==> config.mk <==
export PLATFORM = sky130hd
export DESIGN_NAME = approx_divider_seq
export DESIGN_NICKNAME = d
export VERILOG_FILES = /design/src/rtl/approx_divider_seq.sv
export SDC_FILE = /design/constraint.sdc
export NUM_CORES = 1
export LEC_CHECK = 0
export CAP_MARGIN = 15
export CORE_MARGIN = 8
export CORE_UTILIZATION = 55
export DETAILED_ROUTE_END_ITERATION = 7
export GPL_ROUTABILITY_DRIVEN = 0
export PLACE_DENSITY_LB_ADDON = 0.12
export SYNTH_ARGS = -nofsm -noshare
export SYNTH_HDL_FRONTEND = slang
export SYNTH_SLANG_ARGS = --single-unit
==> constraint.sdc <==
create_clock -name clk -period 5.1 [get_ports clk]
set_input_delay 0.765 -clock clk [delete_from_list [all_inputs] [get_ports clk]]
set_output_delay 0.765 -clock clk [all_outputs]
set_load 0.01 [all_outputs]
==> src/rtl/approx_divider_seq.sv <==
// approx_divider_seq: sequential approximate 64-bit unsigned divider.
//
// Each operand is truncated to its W most significant bits starting at its
// leading one. The truncated mantissas are divided by a restoring divider
// (one quotient bit per cycle, 2W cycles), and the quotient is then shifted
// back by the difference of the truncation amounts.
//
// Ports:
//   clk        - clock, all state changes on the rising edge
//   rst_n      - asynchronous active-low reset
//   in_valid   - operand pair a/b is present
//   in_ready   - high in IDLE only; accept = in_valid & in_ready
//   a, b       - 64-bit unsigned dividend / divisor
//   out_valid  - result q/dz is present (DONE state)
//   out_ready  - consumer takes the result; only honoured in DONE
//   q          - approximate quotient (all ones on divide-by-zero)
//   dz         - divide-by-zero flag for the current result
//
// Build option:
//   APPROX_DIV_ROUND_EN - when defined, the right shift applied to the
//   quotient rounds to nearest instead of truncating.
module approx_divider_seq #(
  parameter int W = 10
) (
  input  logic        clk,
  input  logic        rst_n,
  input  logic        in_valid,
  output logic        in_ready,
  input  logic [63:0] a,
  input  logic [63:0] b,
  output logic        out_valid,
  input  logic        out_ready,
  output logic [63:0] q,
  output logic        dz
);

  typedef enum logic [2:0] {IDLE, DETECT, DIV, NORM, DONE} state_t;

  state_t state, state_nx;

  logic [63:0]    a_r, b_r;
  logic [5:0]     sa_r, sb_r;
  logic [W-1:0]   n_r;
  logic [W-1:0]   rem_r;
  logic [2*W-1:0] dvd_r;   // dividend bits shift out the top, quotient bits in at the bottom
  logic [5:0]     cnt_r;
  logic [63:0]    q_r;
  logic           dz_r;

  function automatic logic [5:0] lead_one(input logic [63:0] v);
    lead_one = 6'd0;
    for (int i = 0; i < 64; i++) begin
      if (v[i]) lead_one = 6'(i);
    end
  endfunction

  // Operand truncation
  logic [5:0]   k_a, l_b, sa, sb;
  logic [W-1:0] m, n;

  always_comb begin
    k_a = lead_one(a_r);
    l_b = lead_one(b_r);
    sa  = (k_a >= 6'(W-1)) ? k_a - 6'(W-1) : 6'd0;
    sb  = (l_b >= 6'(W-1)) ? l_b - 6'(W-1) : 6'd0;
    m   = W'(a_r >> sa);
    n   = W'(b_r >> sb);
  end

  // One restoring-division step. The remainder is always below n, so the
  // shifted-in value never needs more than W+1 bits.
  logic [W:0]   rem_sh;
  logic         ge;
  logic [W-1:0] rem_nx;

  always_comb begin
    rem_sh = {rem_r, dvd_r[2*W-1]};
    ge     = (rem_sh >= {1'b0, n_r});
    rem_nx = ge ? W'(rem_sh - {1'b0, n_r}) : W'(rem_sh);
  end

  // Renormalisation: q = qt * 2^s with s = sa - sb - W.
  logic signed [7:0] s;
  logic [7:0]        neg_s;
  logic [127:0]      wide;
  logic [63:0]       q_norm;

  always_comb begin
    s      = 8'(sa_r) - 8'(sb_r) - 8'(W);
    neg_s  = 8'(-s);
    wide   = 128'(dvd_r) << s[5:0];
    q_norm = 64'd0;
    if (s >= 0) begin
      q_norm = (|wide[127:64]) ? {64{1'b1}} : wide[63:0];
    end else if (neg_s > 8'(2*W)) begin
      q_norm = 64'd0;
    end else begin
`ifdef APPROX_DIV_ROUND_EN
      // Adding half an LSB before shifting equals adding bit (-s-1) after it.
      q_norm = (64'(dvd_r) + (64'd1 << (neg_s - 8'd1))) >> neg_s;
`else
      q_norm = 64'(dvd_r) >> neg_s;
`endif
    end
  end

  // NOTE: every state element, datapath included, is cleared by rst_n so a
  // reset mid-operation leaves nothing behind that could resurface later.
  always_ff @(posedge clk or negedge rst_n) begin
    if (!rst_n) state <= IDLE;
    else        state <= state_nx;
  end

  // NOTE: sequential state uses non-blocking assignments only, so every
  // register samples pre-edge values regardless of statement order.
  always_ff @(posedge clk or negedge rst_n) begin
    if (!rst_n) begin
      a_r   <= '0;
      b_r   <= '0;
      sa_r  <= '0;
      sb_r  <= '0;
      n_r   <= '0;
      rem_r <= '0;
      dvd_r <= '0;
      cnt_r <= '0;
      q_r   <= '0;
      dz_r  <= 1'b0;
    end else begin
      case (state)
        IDLE: begin
          if (in_valid) begin
            a_r <= a;
            b_r <= b;
          end
        end
        DETECT: begin
          sa_r  <= sa;
          sb_r  <= sb;
          n_r   <= n;
          dvd_r <= {m, {W{1'b0}}};
          rem_r <= '0;
          cnt_r <= '0;
          if (b_r == 64'd0) begin
            q_r  <= {64{1'b1}};
            dz_r <= 1'b1;
          end else begin
            dz_r <= 1'b0;
          end
        end
        DIV: begin
          rem_r <= rem_nx;
          dvd_r <= {dvd_r[2*W-2:0], ge};
          cnt_r <= cnt_r + 6'd1;
        end
        NORM:    q_r <= q_norm;
        default: ;
      endcase
    end
  end

  // NOTE: defaults are assigned first so no path through the case infers a latch.
  always_comb begin
    state_nx  = state;
    in_ready  = 1'b0;
    out_valid = 1'b0;
    case (state)
      IDLE: begin
        in_ready = 1'b1;
        if (in_valid) state_nx = DETECT;
      end
      DETECT:  state_nx = (b_r == 64'd0) ? DONE : DIV;
      DIV:     if (cnt_r == 6'(2*W-1)) state_nx = NORM;
      NORM:    state_nx = DONE;
      DONE: begin
        out_valid = 1'b1;
        if (out_ready) state_nx = IDLE;
      end
      default: state_nx = IDLE;
    endcase
  end

  assign q  = q_r;
  assign dz = dz_r;

endmodule

* Word-level counts from Yosys, hierarchy flattened
Index checks and enable logic that the tools add are counted.
** Storage, ports and cells
- Register bits :: 254
- Logic and storage cells :: 189
** Cells by class
- Shift operators :: 4
- $add $sub $neg :: 7
- Eq/ne operators :: 9
- Multiplexer cells :: 145
- Reductions and logical operators :: 8
- $lt $le $gt $ge :: 5
** Operators by type and width (count)
- 2-to-1 mux 6 bit :: 124
- 2-to-1 mux 64 bit :: 4
- one-hot mux 64 bit (2 select lines) :: 1
- << shifter 20 x 6 -> 128 bit :: 1
- >> shifter 64 x 6 -> 10 bit :: 2
- logical NOT 64 bit :: 1
- OR reduction 64 bit :: 1
- >> shifter 20 x 8 -> 64 bit :: 1
- one-hot mux 20 bit (2 select lines) :: 1
- one-hot mux 10 bit (2 select lines) :: 1
- one-hot mux 3 bit (5 select lines) :: 1
- >= comparator 6 x 4 -> 1 bit, second input constant :: 2
- 2-to-1 mux 3 bit :: 4
- one-hot mux 6 bit (2 select lines) :: 1
- subtractor 6 x 4 -> 6 bit, second input constant :: 2
- >= comparator 11 x 10 -> 1 bit :: 1
- 2-to-1 mux 10 bit :: 1
- subtractor 10 bit :: 1
- >= comparator 8 x 1 -> 1 bit, second input constant :: 1
- greater-than comparator 8 x 5 -> 1 bit, second input constant :: 1
- inequality test 2 bit, second input constant :: 4
- negation 8 bit :: 1
- subtractor 7 x 5 -> 8 bit, second input constant :: 1
- subtractor 6 x 6 -> 7 bit :: 1
- 11 further kinds :: 19

* Longest topological paths before layout
- Depth after elaboration :: 67
- Depth in mapped cells :: 24
- Mapped depth without buffers :: 17

* Worst setup path before layout
OpenSTA, ideal clock, no wires.
- Path kind :: register -> register
- From :: reg a_r[8]
- To :: reg dvd_r[15]
- Data arrival time :: 4514 ps
- Buffers on the path :: 4
- Slack :: 460 ps
- Cell stages (with the launch flop) :: 21
- Data required time :: 4974 ps
- Cell sequence :: dfrtp_1 > inv_1 > a2111oi_0 > a211oi_1 > o221ai_1 > a221o_1 > nand2_2 > inv_4 > buf_2 > buf_2 > buf_2 > ha_1 > inv_1 > or3_1 > o21ba_4 > or2_2 > buf_6 > o211ai_2 > mux2_2 > a221o_1 > o32a_1
** On the way
- Word-level cells in the longest chain between the ends :: 60
- Elaborated cells on any way between the ends :: 61
- Those cells by class :: 1 x add/sub; 1 x order compare; 1 x shift; 58 x mux
** RTL lines
- from (decl) :: RTL line 41 : logic [63:0] a_r, b_r;
- from (signal assigned) :: RTL line 118 : a_r <= '0;
- from (signal assigned) :: RTL line 132 : a_r <= a;
- 2-to-1 mux 6 bit (56 in series) :: RTL line 53 : if (v[i]) lead_one = 6'(i);
- subtractor 6 x 4 -> 6 bit or >= comparator 6 x 4 -> 1 bit (tied branches) :: RTL line 64 : sa = (k_a >= 6'(W-1)) ? k_a - 6'(W-1) : 6'd0;
- 2-to-1 mux 6 bit :: RTL line 64
- >> shifter 64 x 6 -> 10 bit * :: RTL line 66 : m = W'(a_r >> sa);
- one-hot mux 20 bit (2 select lines) * :: RTL line 129 : case (state)
- to (signal assigned) :: RTL line 140 : dvd_r <= {m, {W{1'b0}}};
- to (signal assigned) :: RTL line 152 : dvd_r <= {dvd_r[2*W-2:0], ge};
- to (decl) :: RTL line 45 : logic [2*W-1:0] dvd_r;
Every way passes the cells marked *; elsewhere a longest branch is shown, timed or not.
A chain may end at the register's enable or synchronous reset.

* Worst setup path in the final report
- From :: reg a_r[29]
- To :: reg dvd_r[12]
** On the way
- Word-level cells in the longest chain between the ends :: 39
- Elaborated cells on any way between the ends :: 40
- Those cells by class :: 1 x add/sub; 1 x order compare; 1 x shift; 37 x mux
** RTL lines (RTL line)
- 2-to-1 mux 6 bit (35 in series) :: 53
- subtractor 6 x 4 -> 6 bit or >= comparator 6 x 4 -> 1 bit (tied branches) :: 64
- 2-to-1 mux 6 bit :: 64
- >> shifter 64 x 6 -> 10 bit * :: 66
- one-hot mux 20 bit (2 select lines) * :: 129
Marked as above.

==> impl_metrics.toml <==
[die]
std_cell_rows = 72
ioPinCount = 199
start_util_pct = 55.8
die_y_um = 214
die_w_um = 214
die-area_mm2 = 0.0458
fp.coreArea_mm2 = 0.0386

[critical_path]
r2r_start = "a_r[29]"
critPathRequiredTime_ns = 5.55
crit_slowest_cell = "or4_1"
crit_end = "dvd_r[12]"
reg2reg_slack_ns = 0.10
critPathArrivalTime_ns = 5.44
max_stage_delay_ns = 0.71
crit_chain = "or4_1, a2111o_1, o21ai_0, a21boi_1, nor3_1, nor3_2, ha_1, inv_1, or3_1, o21ba_4, or4_1, or3_1, o221ai_1, o32ai_1, a221oi_2, a31oi_1"
path_max_fanout = 9
end_kind = "register"
worstSetupStartpoint = "a_r[29]"
crit_type = "register to register"
start_kind = "register"
rr_worst_depth = 16
r2r_end = "dvd_r[12]"

[clocking]
cts_root_buffer = "clkbuf_16"
htreeDepth = 1
cts_tree = "built"
cts_hold_buf = 0
cts_buffers = 29
cts.sink_count = 254
clock_path_buffers = 3
clk_pin_slew_worst_paths_ns = 0.06
clock_latency_ns = 0.59

[status]
status = "finished, violations left"
violations = "DRC"

[yosys]
synthArstFlopShare_pct = 100
synth.ff_latch_count = 254
synth_area_leaders = "dfrtp_1 (29%), mux2_2 (7.0%), mux2i_1 (6.5%)"
ys_warn_count = 0
ys_types = 101
synth_edf_count = 0
yosys-top-cells-count = "dfrtp_1 (254), nand2_1 (246), o21ai_0 (212)"
seq_area_frac_synth_pct = 29.5
synth.most_common_cell = "dfrtp_1"
syn_inst = 2568
synth_area_mm2 = 0.0216
syn_area_per_cell_um2 = 8.40
synthesis.nets = 2727
synth_top_flop_cell = "dfrtp_1"
synth_top_cell_area_share_pct = 29.5
synth.largest_area_cell = "dfrtp_1"

[layout]
fin_area_mm2 = 0.0251
drive_above_1_share_pct = 14.8
regArea_mm2 = 0.00636
fin_util_pct = 65.0
area_growth_pct = 16.5
fin_nets = 2829
fillers = 3285
n_antenna_cell = 0
multi_input_area_mm2 = 0.0141

[global_route]
grt_max_degree = 108
grt_pass1_wl_um = 117000
globalRoute.totalOverflow = 0
antenna_found_initial = 0
grt_pass1_vias = 20962
grtUsageTotal_pct = 30.8

[placement]
io_buffer_count = 198
hpwl_um = 55100
dpl_cell_area_mm2 = 0.0241

[detailed_routing]
ant_nets = 0
first_iter_violations = 2991
drc_errors = 1
wirelength_um = 74400
first_pass_iters = 8
vias = 22053
wire_per_inst_um = 23.2
routed_via_density = 6.87

[sta]
skew_ns = 0.0261
period_needed_ns = 5.00
fin_crit_sh_pct = 98.0
worst_slew_pin_slew_ns = 0.923
fmax_mhz = 200
final-setup-viol-count = 0
final_hold_viol_count = 0
tns_ns = 0
slew_violations = 0
slew_headroom_pct = 38.0

[hold_path]
worst_hold_path_type = "primary input to asynchronous set/reset pin"

[job]
maxCapViolCount = 0
## critical path, delay by kind of cell (launching register included)
kind / cells / cell delay, ns
AND/OR/NAND/NOR: 6 / 2.10
AO/OA/AOI/OAI: 8 / 1.90
flip-flops: 1 / 0.53
adder cells (fa/ha/maj): 1 / 0.22
buffers and inverters: 1 / 0.09
## through the flow
stage	std cells	hold WS (ns)	setup WS [ns]
global route	3211	0.289	-0.100
detailed placement	3156	0.474	0.0747
CTS	3210	0.244	0.0436
floorplan	2568	0.450	0.460
global placement	3156	0.467	0.222
finish	3211	0.231	0.101
## cell families after synthesis
group | synth area share [%]
XOR/XNOR | 1.17
AND/OR/NAND/NOR | 18.2
adder cells (fa/ha/maj) | 1.64
flip-flops | 29.5
AO/OA/AOI/OAI | 25.9
multiplexers | 17.9
buffers and inverters | 5.72
## area by class of cell
cell class,count,share of cell area [%]
clock buffers,38,3.14
clock inverters,16,0.498
inverters,61,0.922
multi-input cells,2018,56.1
flip-flops and latches,254,25.3
well taps,518,2.58
repair buffers,306,11.5
## flip-flops by register name (all words and copies together), names as in the netlist
name   flops
b_r       64
cnt_r      6
a_r       64
dvd_r     20
dz         1
state      3
q         64
sa_r       6
n_r       10
rem_r     10
sb_r       6
## repair_timing
item | in CTS | in global routing
buffers inserted | 0 | 1
gates resized for setup | 0 | 21
setup endpoints to repair | 0 | 20
## layout by cell type, fill, tap and decap left out, types with 14 or more instances in the layout
master,instances
a211oi_1,43
a21oi_1,188
a221oi_1,14
a22o_1,17
a22oi_1,35
a31oi_1,37
and2_1,20
and3_1,21
buf_4,100
clkbuf_16,29
clkdlybuf4s50_1,197
dfrtp_1,254
ha_1,22
inv_1,59
mux2_2,134
mux2i_1,141
mux4_2,41
nand2_1,245
nand2b_1,26
nand3_1,70
nand4_1,16
nor2_1,190
nor2b_1,25
nor3_1,66
nor4_1,38
o211ai_1,31
o21a_1,17
o21ai_0,211
o221ai_1,14
o22ai_1,15
o31ai_1,34
or3_1,15
or4_1,16
xnor2_1,14
## worst min-delay path by stage
stage,to,slack (ns),cells past startpoint
6_report,q[44],0.23,1
5_1_grt,q[31],0.29,1
4_1_cts,q[31],0.24,1
3_5_place_dp,sb_r[3],0.47,2
3_3_place_gp,sb_r[2],0.47,2
2_1_floorplan,sa_r[0],0.45,2
## per-layer routing
| layer | global-route usage [%] | routed length, um | vias to the layer above |
|---|---|---|---|
| met5 | 0 | 0 | - |
| met4 | 14.3 | 3890 | 0 |
| met3 | 7.39 | 8740 | 309 |
| met2 | 44.0 | 30800 | 1505 |
| met1 | 43.4 | 31000 | 10358 |
| li1 | - | - | 9881 |
Power is not shown: default switching activity piles up to over one toggle a cycle in this logic, so the estimate is an artifact.
